==> src/rtl/fetch_pkg.sv <==
// Shared types and constants for the instruction fetch queue.
// Entry layout keeps the PC pair with the returned instruction and a filled flag.
package fetch_pkg;

  localparam int              DEPTH_DEFAULT = 4;
  localparam int              XLEN_DEFAULT  = 32;
  localparam logic [31:0]     NOP_INSTR     = 32'h00000013;

  typedef struct packed {
    logic [XLEN_DEFAULT-1:0] pc;
    logic [XLEN_DEFAULT-1:0] inc_pc;
    logic [XLEN_DEFAULT-1:0] instr;
    logic                    filled;
  } fetch_entry_t;

endpackage

==> src/rtl/fetch_queue.sv <==
// In-order fetch queue between the PC block and decode; 2-cycle fill latency with 1-cycle memory.
// Stalls the PC (pc_en=0) when the buffer plus in-flight requests reach DEPTH; flush discards wrong path.
module fetch_queue
  import fetch_pkg::*;
#(
  parameter int DEPTH = DEPTH_DEFAULT,
  parameter int XLEN  = XLEN_DEFAULT
) (
  input  logic            clk,
  input  logic            rst,
  input  logic [XLEN-1:0] fetch_pc,
  input  logic [XLEN-1:0] fetch_inc_pc,
  input  logic            flush,
  output logic            pc_en,
  output logic            imem_req,
  output logic [XLEN-1:0] imem_addr,
  input  logic            imem_ready,
  input  logic            imem_rvalid,
  input  logic [XLEN-1:0] imem_rdata,
  output logic            id_valid,
  input  logic            id_ready,
  output logic [XLEN-1:0] id_instr,
  output logic [XLEN-1:0] id_pc,
  output logic [XLEN-1:0] id_inc_pc
);

  localparam int            PW   = $clog2(DEPTH);
  localparam int            CW   = PW + 1;
  localparam logic [CW-1:0] FULL = CW'(DEPTH);

  fetch_entry_t  entries [DEPTH];
  fetch_entry_t  head_e;
  logic [PW-1:0] head, tail, fill;
  logic [CW-1:0] occ, out_cnt, drop_cnt;
  logic          issue, deq, rsp, drop, fill_en;

  assign head_e = entries[head];

  // Gated by rst so the PC and memory see no request while reset is held.
  assign imem_req  = !rst && !flush && (occ < FULL);
  assign imem_addr = fetch_pc;
  assign issue     = imem_req && imem_ready;
  assign pc_en     = issue || (flush && !rst);

  // A response with nothing outstanding is a protocol error and is ignored.
  assign rsp     = imem_rvalid && (out_cnt != '0);
  assign drop    = rsp && (drop_cnt != '0);
  assign fill_en = rsp && (drop_cnt == '0);

  assign id_valid  = (occ != '0) && head_e.filled && !flush;
  assign deq       = id_valid && id_ready;
  assign id_instr  = id_valid ? head_e.instr  : NOP_INSTR;
  assign id_pc     = id_valid ? head_e.pc     : '0;
  assign id_inc_pc = id_valid ? head_e.inc_pc : '0;

  always_ff @(posedge clk or posedge rst) begin
    if (rst) begin
      head     <= '0;
      tail     <= '0;
      fill     <= '0;
      occ      <= '0;
      out_cnt  <= '0;
      drop_cnt <= '0;
      for (int i = 0; i < DEPTH; i++) entries[i] <= '0;
    end else if (flush) begin
      head     <= '0;
      tail     <= '0;
      fill     <= '0;
      occ      <= '0;
      out_cnt  <= out_cnt - CW'(rsp);
      // Everything still in flight after this cycle belongs to the wrong path.
      drop_cnt <= out_cnt - CW'(rsp);
      for (int i = 0; i < DEPTH; i++) entries[i].filled <= 1'b0;
    end else begin
      if (issue) begin
        entries[tail].pc     <= fetch_pc;
        entries[tail].inc_pc <= fetch_inc_pc;
        entries[tail].filled <= 1'b0;
        tail                 <= tail + PW'(1);
      end
      if (fill_en) begin
        entries[fill].instr  <= imem_rdata;
        entries[fill].filled <= 1'b1;
        fill                 <= fill + PW'(1);
      end
      if (deq)  head     <= head + PW'(1);
      if (drop) drop_cnt <= drop_cnt - CW'(1);
      occ     <= occ + CW'(issue) - CW'(deq);
      out_cnt <= out_cnt + CW'(issue) - CW'(rsp);
    end
  end

  rsp_without_req: assert property (@(posedge clk) disable iff (rst)
    !(imem_rvalid && out_cnt == '0))
    else $error("fetch_queue: imem_rvalid with no outstanding request");

endmodule

==> config.mk <==
export PLATFORM = sky130hd
export DESIGN_NAME = fetch_queue
export DESIGN_NICKNAME = d
export VERILOG_FILES = /design/src/rtl/fetch_pkg.sv /design/src/rtl/fetch_queue.sv
export SDC_FILE = /design/constraint.sdc
export NUM_CORES = 1
export LEC_CHECK = 0
export ABC_CLOCK_PERIOD_IN_PS = 33200
export CAP_MARGIN = 20
export CORE_ASPECT_RATIO = 1.1
export CORE_MARGIN = 2
export CORE_UTILIZATION = 55
export DETAILED_ROUTE_END_ITERATION = 6
export MAX_ROUTING_LAYER = met4
export PLACE_DENSITY = 0.78
export SLEW_MARGIN = 20
export SYNTH_ARGS = -nofsm -noshare
export SYNTH_HDL_FRONTEND = slang
export SYNTH_SLANG_ARGS = --single-unit
==> constraint.sdc <==
create_clock -name clk -period 33.2 [get_ports clk]
set_input_delay 4.98 -clock clk [delete_from_list [all_inputs] [get_ports clk]]
set_output_delay 4.98 -clock clk [all_outputs]
set_load 0.05 [all_outputs]
== Word level (Yosys, flattened, before mapping) ==
Index checks and enable logic that the tools add are counted.

* Mux-type cells: 38
* Div/mod/pow operators: 0
* Equality and inequality tests: 0
* Bitwise gates (word level): 3
* Shift-type cells: 0
* Order comparisons: 6
* Multipliers: 0
* $add $sub $neg: 9
* Reductions and logical operators: 23

{| class="wikitable"
|+ Operator list
! kind !! number
|-
| $bwmux W388 || 5
|-
| $mux W388 || 3
|-
| $demux W97 S2 || 5
|-
| $mux W97 || 3
|-
| $bmux W97 S2 || 1
|-
| $mux W32 || 3
|-
| $mux W65 || 1
|-
| $mux W33 || 1
|-
| $logic_and A1 B1 Y1 || 12
|-
| $mux W2 || 6
|-
| $mux W3 || 4
|-
| $ge A3 B3 Y1 const B || 3
|-
| $not A2 Y3 || 3
|-
| $reduce_bool A3 Y1 || 3
|-
| $sub A3 B1 Y3 || 3
|-
| $reduce_bool A2 Y1 || 4
|-
| $add A2 B1 Y2 const B || 3
|-
| $add A3 B1 Y3 || 2
|-
| $lt A3 B1 Y1 const B || 2
|-
| $mux W1 || 6
|-
| $logic_not A3 Y1 || 1
|-
| $lt A3 B3 Y1 const B || 1
|-
| $sub A3 B1 Y3 const B || 1
|-
| $logic_not A1 Y1 || 2
|-
| $logic_or A1 B1 Y1 || 1
|}

* Output and inout bits: 131
* Memories kept: 0
* Bits of input ports: 102
* Memory bits (writable): 0
* Bits in latches: 0
* Memory bits (read-only): 0
* Register bits after elaboration: 403

== Logic depth before layout (Yosys ltp) ==
Gate-level depths: netlist of run 1.

* Depth after elaboration: 14
* Depth in mapped cells: 12

== Worst setup path after synthesis of run 1 ==
OpenSTA, ideal clock, no wires.

* Kind: input port to output port
* Start point: in flush
* End point: out id_inc_pc[10]
* Setup slack: 21.643 ns
* Path buffers: 3
* Stages on the path: 6
* Arrival time: 6.577 ns
* Cell sequence: buf_2 -> inv_1 -> o311ai_1 -> clkbuf_2 -> buf_2 -> nor2b_1

* Word-level cells in the longest chain between the ends: 3

{| class="wikitable"
|+ RTL lines
! what !! line !! text
|-
| start, declared || fetch_queue.sv:13 || <nowiki>input logic flush,</nowiki>
|-
| $logic_not A1 Y1 || fetch_queue.sv:50 || <nowiki>assign id_valid = (occ != '0) && head_e.filled && !flush;</nowiki>
|-
| $logic_and A1 B1 Y1 || fetch_queue.sv:50 ||
|-
| $mux W32 || fetch_queue.sv:54 || <nowiki>assign id_inc_pc = id_valid ? head_e.inc_pc : '0;</nowiki>
|-
| end, declared || fetch_queue.sv:24 || <nowiki>output logic [XLEN-1:0] id_inc_pc</nowiki>
|}

Every way passes these cells.

== Final worst setup path of run 1 ==
* Start point: in flush
* End point: out id_instr[1]

* Word-level cells in the longest chain between the ends: 3

{| class="wikitable"
|+ RTL lines
! what !! line !! text
|-
| $logic_not A1 Y1 || fetch_queue.sv:50 ||
|-
| $logic_and A1 B1 Y1 || fetch_queue.sv:50 ||
|-
| $mux W32 || fetch_queue.sv:52 || <nowiki>assign id_instr = id_valid ? head_e.instr : NOP_INSTR;</nowiki>
|-
| end, declared || fetch_queue.sv:22 || <nowiki>output logic [XLEN-1:0] id_instr,</nowiki>
|}

Every way passes these cells.

==> impl_metrics.py, run 1 <==
metrics = {
    "clocking": {
        "cts.clk_slew.worst_paths_ps": 60,
        "max-clock-path-buffers": 3,
        "cts-root-buf": "clkbuf_16",
        "clk_latency_ps": 520,
        "hold_buffers": 0,
        "numCtsBuffers": 43,
        "post_cts_buffers": 0,
        "cts_resized": 0,
        "cts_tree": "built",
        "h-tree-depth": 2,
        "cts_num_sinks": 403,
    },
    "min_path": {
        "hold_depth": 1,
        "min_from": "entries[143]$_DFFE_PP0P_",
        "worstHoldPathType": "flop to flop",
        "hold_end": "entries[143]$_DFFE_PP0P_",
    },
    "sta": {
        "fmax_mhz": 78.9,
        "relSlewSlack_pct": 34.6,
        "worst_pin_slew_ps": 980,
        "finalClockSkew_ps": 12.7,
        "setup-violations-final": 0,
        "slew_viol_final": 0,
        "timing.final.ws_setup_ps": 20520,
        "finalHoldViolCount": 0,
        "fin_crit_sh_pct": 38.2,
        "fin_crit_ps": 12680,
        "holdWs_ps": 497,
        "tns_ps": 0,
        "rsz0062_at_grt": "false",
    },
    "drt": {
        "final_antenna_net_count": 0,
        "drc": 0,
        "drt-pass1-iter-count": 4,
        "wl_per_cell_um": 20.2,
        "first_iter_violations": 477,
        "postRouteWirelength_um": 37500,
        "vias": 10600,
        "via_per_inst": 5.70,
    },
    "synthesis": {
        "synth_nets": 1325,
        "synth.ff_latch_count": 403,
        "synth_cell_type_count": 38,
        "seq_area_frac_synth_pct": 53.8,
        "yosys-top-cells-count": "dfrtp_1, mux2_2, mux4_2",
        "synth.avg_cell_area_um2": 15.6,
        "synth_area_um2": 18700,
        "synth_largest_area_cell": "dfrtp_1",
        "syn-instance-count": 1205,
        "yosysMostFrequentCell": "dfrtp_1",
        "synthFlopType": "dfrtp_1",
        "synthArstFlopShare_pct": 100,
        "ys_warn_count": 0,
        "synthTopCellsByArea": "dfrtp_1, mux2_2, mux4_2, nor2b_1, buf_6",
        "synth-edff-count": 0,
        "synth_top_area_share_pct": 53.8,
    },
    "floorplan": {
        "core-area_um2": 33400,
        "rows": 70,
        "dieWidth_um": 180,
        "die_y_um": 198,
        "die-area_um2": 35600,
        "io-pin-count": 233,
        "start_util_pct": 56.2,
    },
    "placement": {
        "placed_cells": 1779,
        "place.gp.congestion": 0.715,
        "numPortBuffers": 232,
        "place_ws_ps": 20500,
        "dpl.hpwl_um": 22700,
    },
    "cells_and_area": {
        "stdcell_count": 1854,
        "drive_gt1_share_pct": 40.5,
        "syn_to_final_growth_pct": 19.6,
        "fillers": 2326,
        "fin_nets": 1513,
    },
    "pwr": {
        "leakagePower_nw": 9.96,
        "power_per_cell_area_nw_per_um2": 60.1,
        "ir_drop_mv": 0.0400,
        "power_w": 0.00135,
    },
    "setup_path": {
        "worstSetupStartpointType": "input pin",
        "required_ps": 28220,
        "path_max_fanout": 68,
        "cp_slowest_stage_delay_ps": 790,
        "cp_slowest_cell": "clkdlybuf4s50_1",
        "reg2reg_to": "occ[2]$_DFF_PP0_",
        "cp_cell_sequence": "clkdlybuf4s50_1 -> buf_4 -> inv_1 -> o311ai_4 -> buf_4 -> or2_2 -> clkdlybuf4s50_1",
        "cp-end-kind": "output pin",
        "worst_r2r_path_depth": 11,
        "r2r_slack_ps": 29600,
        "rr_startpoint": "head[1]$_DFFE_PP0P_",
        "crit_family": "buffers and inverters",
        "crit_arrival_ps": 7700,
        "crit_buf_inv": 5,
        "critical_path_class": "input pin to output pin",
    },
    "global_route": {
        "grt_max_degree": 184,
        "grt_use_total_pct": 22.1,
        "antenna_found_initial": 1,
        "grt_pass1_vias": 11500,
        "grt_pass1_wl_um": 61300,
        "overflow": 0,
    },
    "outcome": {
        "status": "completed",
    },
    "flow_run": {
        "max_cap_viol_count": 0,
    },
}
## worst max-delay path by stage
stage / from / to / slack [ps] / depth (start not counted)
floorplan: rst / drop_cnt[0]$_DFFE_PP0P_ / 17010 / 1
global placement: flush / id_instr[1] / 20570 / 7
detailed placement: flush / id_instr[1] / 20500 / 7
CTS: flush / id_instr[1] / 20500 / 7
global route: flush / id_instr[1] / 20330 / 7
finish: flush / id_instr[1] / 20520 / 7
## power breakdown
group | switching, W | internal (W) | leakage (nW)
clock network | 0.000186 | 0.000267 | 0.665
registers | 0.0000497 | 0.000593 | 5.29
logic | 0.0000944 | 0.000158 | 4.00
## layout make-up
cell class              count  area (um2)  share of cell area [%]
diodes                      1        2.50                  0.0112
clock inverters            10        56.3                   0.251
clock buffers              63        1280                    5.73
flip-flops and latches    403       10100                    45.0
inverters                  22        95.1                   0.424
well taps                 432         541                    2.41
repair buffers            249        2480                    11.1
multi-input cells         674        7860                    35.1
## cells by family after synthesis
kind of cell | after synthesis | synth area share (%)
multiplexers | 484 | 34.9
flip-flops | 403 | 53.8
AND/OR/NAND/NOR | 137 | 4.49
buffers and inverters | 128 | 4.35
AO/OA/AOI/OAI | 30 | 0.941
adder cells (fa/ha/maj) | 18 | 1.28
XOR/XNOR | 5 | 0.234
## layer usage
metal	vias to the layer above	global-route usage [%]	routed length (um)
li1	4735	-	-
met2	206	35.9	18400
met5	-	-	0
met1	5575	29.8	17000
met4	0	5.08	624
met3	54	3.60	1560
## state kept, by name, indices dropped and copies added (netlist names)
name and count:
drop_cnt 3, entries 388, head 2, fill 2, occ 3, tail 2
out_cnt 3
## cell usage in the layout, fill, tap and decap left out, types with 2 or more instances in the layout
cell type / instances
nor2b_1: 95
o21ai_0: 10
nor3b_1: 2
clkinv_2: 8
nand3_1: 12
clkbuf_16: 45
dfrtp_1: 401
o31ai_1: 2
buf_4: 15
xnor2_1: 2
or2_2: 3
clkdlybuf4s50_1: 232
ha_1: 16
mux2i_1: 2
mux2_2: 385
nor2_1: 5
nand2_2: 4
mux4_2: 97
nand2b_1: 3
dfrtp_4: 2
fa_1: 2
inv_1: 21
or3_1: 3
clkbuf_1: 9
a21oi_1: 11
nand2_1: 3
nor3_1: 3
clkbuf_8: 9
xor2_1: 3
o211ai_1: 2
## stage by stage
step	utilization, %	area, um2
floorplan	-	18700
global placement	63.0	21000
detailed placement	63.0	21000
CTS	67.1	22400
global route	67.2	22400
finish	67.2	22400
No activity file was read; power rests on OpenSTA's default activity.
==> inputs of run 2 (changes only) <==
Settings changed: ABC_CLOCK_PERIOD_IN_PS 33200 to 12550.
Clock period 33.2 ns to 12.55 ns, I/O delays scaled along.
==> impl_metrics.py, run 2 (synthesized netlist as in run 1, its figures left out) <==
metrics = {
    "clocking": {
        "cts.clk_slew.worst_paths_ps": 60,
        "hold_buffers": 0,
        "cts-root-buf": "clkbuf_16",
        "h-tree-depth": 2,
        "cts_num_sinks": 403,
        "post_cts_buffers": 0,
        "cts_resized": 0,
        "clk_latency_ps": 520,
        "cts_tree": "built",
        "max-clock-path-buffers": 3,
        "numCtsBuffers": 42,
    },
    "global_route": {
        "antenna_found_initial": 2,
        "grt_pass1_vias": 11600,
        "overflow": 0,
        "grt_pass1_wl_um": 61200,
        "grt_max_degree": 198,
        "grt_use_total_pct": 22.1,
    },
    "drt": {
        "wl_per_cell_um": 20.0,
        "drt-pass1-iter-count": 4,
        "vias": 10600,
        "route.met3.wl_um": 1570,
        "final_antenna_net_count": 0,
        "via_per_inst": 5.69,
        "first_iter_violations": 431,
        "drc": 0,
        "postRouteWirelength_um": 37100,
        "top_layer_used": "met4",
        "routedLengthMet1_um": 16500,
        "routed-wl-met2_um": 18500,
    },
    "min_path": {
        "min_from": "entries[8]$_DFFE_PP0P_",
        "hold_depth": 1,
        "hold_end": "entries[8]$_DFFE_PP0P_",
        "worstHoldPathType": "flop to flop",
    },
    "pwr": {
        "power_per_cell_area_nw_per_um2": 159,
        "ir_drop_mv": 0.131,
        "leakagePower_nw": 9.94,
    },
    "sta": {
        "fin_crit_sh_pct": 50.3,
        "setup-violations-final": 0,
        "fin_crit_ps": 6310,
        "holdWs_ps": 497,
        "rsz0062_at_grt": "false",
        "finalClockSkew_ps": 9.14,
        "worst_pin_slew_ps": 1060,
        "tns_ps": 0,
        "slew_viol_final": 0,
        "timing.final.ws_setup_ps": 6240,
        "finalHoldViolCount": 0,
        "fmax_mhz": 159,
        "relSlewSlack_pct": 29.3,
    },
    "floorplan": {
        "start_util_pct": 56.2,
        "die_y_um": 198,
        "rows": 70,
        "die-area_um2": 35600,
        "core-area_um2": 33400,
        "dieWidth_um": 180,
        "io-pin-count": 233,
    },
    "cells_and_area": {
        "layout_common_cells": "dfrtp_1, mux2_2, clkdlybuf4s50_1",
        "final_common_cell": "dfrtp_1",
        "fin_nets": 1514,
        "fillers": 2361,
        "final_util_pct": 67.2,
        "syn_to_final_growth_pct": 19.6,
        "drive_gt1_share_pct": 39.9,
        "largest_reg_flops": 388,
        "top_register": "entries",
    },
    "setup_path": {
        "worst_r2r_path_depth": 11,
        "cp_cell_sequence": "clkdlybuf4s50_1 -> buf_4 -> inv_1 -> o311ai_4 -> buf_4 -> or2_2 -> clkdlybuf4s50_1",
        "crit_arrival_ps": 4420,
        "required_ps": 10670,
        "r2r_slack_ps": 9140,
        "path_max_fanout": 48,
        "worstSetupStartpointType": "input pin",
        "cp_slowest_stage_delay_ps": 790,
        "reg2reg_to": "occ[2]$_DFF_PP0_",
        "cp-end-kind": "output pin",
        "critical_path_class": "input pin to output pin",
        "cp_slowest_cell": "clkdlybuf4s50_1",
        "rr_startpoint": "head[1]$_DFFE_PP0P_",
    },
    "placement": {
        "dpl.hpwl_um": 22700,
        "place.gp.congestion": 0.736,
        "numPortBuffers": 232,
        "place_ws_ps": 6220,
    },
    "flow_run": {
        "max_cap_viol_count": 0,
    },
    "outcome": {
        "status": "completed",
    },
}
## run 2: changes by cell type in the layout (fill, tap and decap cells not counted)
cell       before  now
buf_4          15   16
buf_6           0    1
bufinv_16       0    1
clkbuf_1        9   19
clkbuf_8        9    6
clkinv_2        8    2
clkinv_4        1    0
clkinv_8        1    0
diode_2         1    3
## run 2: stage by stage
step                cell area [um2]  instances  power (W)
finish                        22400       1858    0.00356
global route                  22400       1857    0.00375
CTS                           22400       1854    0.00360
detailed placement            21000       1781    0.00240
global placement              21000       1781    0.00236
floorplan                     18700       1205    0.00221
## run 2: worst max-delay path: cells and delay by family
family,cells,cell delay (ps)
and+or+nand+nor,1,200
AOI/OAI and AO/OA,1,100
buffers and inverters,5,2190
## run 2: where the power goes
group	total [W]	internal (W)	switching, W	leakage (nW)
clock	0.00119	0.000711	0.000481	0.642
combinational	0.000671	0.000420	0.000251	4.00
sequential	0.00170	0.00157	0.000131	5.29
## run 2: how the worst max path moves through the flow
stage,to,startpoint,cells after the start,slack [ps]
finish,id_instr[0],flush,7,6240
global route,id_instr[1],flush,7,6110
CTS,id_instr[0],flush,7,6210
detailed placement,id_instr[0],flush,7,6220
global placement,id_instr[4],flush,7,6280
floorplan,drop_cnt[0]$_DFFE_PP0P_,rst,1,5240
## run 2: layout make-up
| cell class | instances | area (um2) | area share [%] |
|---|---|---|---|
| multi-input combinational | 674 | 7860 | 35.1 |
| clock inverter | 3 | 40.0 | 0.179 |
| clock buffer | 70 | 1280 | 5.71 |
| sequential | 403 | 10100 | 45.0 |
| antenna | 3 | 7.51 | 0.0335 |
| timing repair buffer | 251 | 2500 | 11.2 |
| inverter | 22 | 86.3 | 0.385 |
| tap | 432 | 541 | 2.41 |
## run 2: metal layers
metal	global-route usage [%]	vias to the layer above
met4	5.14	0
met2	36.3	216
met3	3.67	49
li1	-	4737
met1	29.5	5566
met5	-	-
==> inputs of run 3 (changes only) <==
Settings changed: ABC_CLOCK_PERIOD_IN_PS 12550 to 5200, CORE_UTILIZATION 55 to 51, PLACE_DENSITY 0.78 to 0.76.
Clock period 12.55 ns to 5.2 ns, I/O delays scaled along.
==> impl_metrics.py, run 3 (synthesized netlist as in run 1, its figures left out) <==
metrics = {
    "global_route": {
        "grt_pass1_vias": 11500,
        "antenna_found_initial": 1,
        "grt_pass1_wl_um": 61800,
        "grt_max_degree": 167,
        "overflow": 0,
        "grt_use_total_pct": 20.8,
    },
    "sta": {
        "tns_ps": 0,
        "relSlewSlack_pct": 29.5,
        "fin_crit_sh_pct": 80.1,
        "finalClockSkew_ps": 31.4,
        "slew_viol_final": 0,
        "fin_crit_ps": 4160,
        "timing.final.ws_setup_ps": 1040,
        "worst_pin_slew_ps": 1060,
        "setup-violations-final": 0,
        "fmax_mhz": 240,
        "finalHoldViolCount": 0,
        "rsz0062_at_grt": "false",
    },
    "clocking": {
        "hold_buffers": 0,
        "cts-root-buf": "clkbuf_16",
        "clk_latency_ps": 540,
        "cts_resized": 0,
        "numCtsBuffers": 43,
        "cts.clk_slew.worst_paths_ps": 60,
        "h-tree-depth": 2,
        "max-clock-path-buffers": 3,
        "cts_num_sinks": 403,
        "cts_tree": "built",
        "post_cts_buffers": 0,
    },
    "cells_and_area": {
        "largest_reg_flops": 388,
        "top_register": "entries",
        "fin_area_um2": 22500,
        "syn_to_final_growth_pct": 20.0,
        "drive_gt1_share_pct": 40.2,
        "final_common_cell": "dfrtp_1",
        "fin_nets": 1514,
        "layout_common_cells": "dfrtp_1, mux2_2, clkdlybuf4s50_1",
        "stdcell_count": 1912,
    },
    "drt": {
        "drc": 0,
        "wl_per_cell_um": 19.8,
        "drt-pass1-iter-count": 4,
        "via_per_inst": 5.51,
        "route.met3.wl_um": 1490,
        "final_antenna_net_count": 0,
        "vias": 10500,
        "postRouteWirelength_um": 37900,
        "routedLengthMet1_um": 16700,
        "routed-wl-met2_um": 19000,
        "top_layer_used": "met4",
        "first_iter_violations": 467,
    },
    "placement": {
        "numPortBuffers": 232,
        "dpl.hpwl_um": 22800,
        "place.gp.congestion": 0.737,
        "place_ws_ps": 1220,
        "placed_cells": 1836,
        "placed_area_um2": 21200,
    },
    "setup_path": {
        "rr_startpoint": "drop_cnt[0]$_DFFE_PP0P_",
        "reg2reg_to": "entries[304]$_DFFE_PP0P_",
        "critical_path.startpoint": "occ[2]$_DFF_PP0_",
        "cp_slowest_cell": "o311ai_4",
        "critical_path_class": "flop to output pin",
        "crit_cells": 4,
        "crit_family": "buffers and inverters",
        "path_max_fanout": 30,
        "crit_buf_inv": 2,
        "required_ps": 4420,
        "cp_slowest_stage_delay_ps": 900,
        "worstSetupStartpointType": "flop",
        "cp-end-kind": "output pin",
        "critPathCapture": "id_instr[0]",
        "crit_arrival_ps": 3380,
        "r2r_slack_ps": 2300,
        "worst_r2r_path_depth": 6,
        "cp_cell_sequence": "o311ai_4 -> buf_4 -> or2_2 -> clkdlybuf4s50_1",
    },
    "floorplan": {
        "rows": 73,
        "dieWidth_um": 187,
        "die_y_um": 205,
        "start_util_pct": 51.8,
        "die-area_um2": 38300,
        "io-pin-count": 233,
        "core-area_um2": 36200,
    },
    "pwr": {
        "power_per_cell_area_nw_per_um2": 381,
        "ir_drop_mv": 0.248,
        "leakagePower_nw": 9.95,
    },
    "min_path": {
        "worstHoldPathType": "flop to flop",
        "min_from": "entries[124]$_DFFE_PP0P_",
    },
    "outcome": {
        "status": "completed",
    },
    "flow_run": {
        "max_cap_viol_count": 0,
    },
}
-- run 3: changes by cell type in the layout (fill, tap and decap cells not counted), moves of 2 or more --
cell / before / now
buf_12: 1 / 6
buf_4: 16 / 11
clkbuf_1: 19 / 16
clkbuf_16: 45 / 43
diode_2: 3 / 1
clkinv_2: 2 / 4
clkbuf_8: 6 / 10
-- run 3: final cells by class --
type                            instances  area (um2)
Fill cell                            2753       13700
Sequential cell                       403       10100
Multi-Input combinational cell        674        7860
Timing Repair Buffer                  250        2540
Clock buffer                           69        1270
Tap cell                              487         609
Inverter                               22        86.3
Clock inverter                          6        36.3
Antenna cell                            1        2.50
-- run 3: per-stage QoR --
stage / hold slack [ps] / total power, W / util (%)
2_1_floorplan: 474 / 0.00534 / -
3_3_place_gp: 481 / 0.00570 / 58.6
3_5_place_dp: 487 / 0.00579 / 58.6
4_1_cts: 500 / 0.00867 / 62.2
5_1_grt: 507 / 0.00900 / 62.2
6_report: 497 / 0.00857 / 62.2
-- run 3: worst min-delay path by stage --
stage | end | slack (ps) | cells past startpoint
6_report | entries[124]$_DFFE_PP0P_ | 500 | 1
5_1_grt | entries[193]$_DFFE_PP0P_ | 510 | 1
4_1_cts | entries[178]$_DFFE_PP0P_ | 500 | 1
3_5_place_dp | entries[178]$_DFFE_PP0P_ | 490 | 1
3_3_place_gp | entries[101]$_DFFE_PP0P_ | 480 | 1
2_1_floorplan | entries[130]$_DFFE_PP0P_ | 470 | 1
-- run 3: power breakdown --
group,internal (W),switching (W)
logic,0.00101,0.000608
registers,0.00378,0.000323
clock network,0.00167,0.00117
total,0.00647,0.00210
-- run 3: per-layer routing --
metal	up-vias	GRT usage, %
li1	4727	-
met1	5572	26.9
met2	187	34.5
met3	49	3.63
met4	0	5.27
met5	-	-
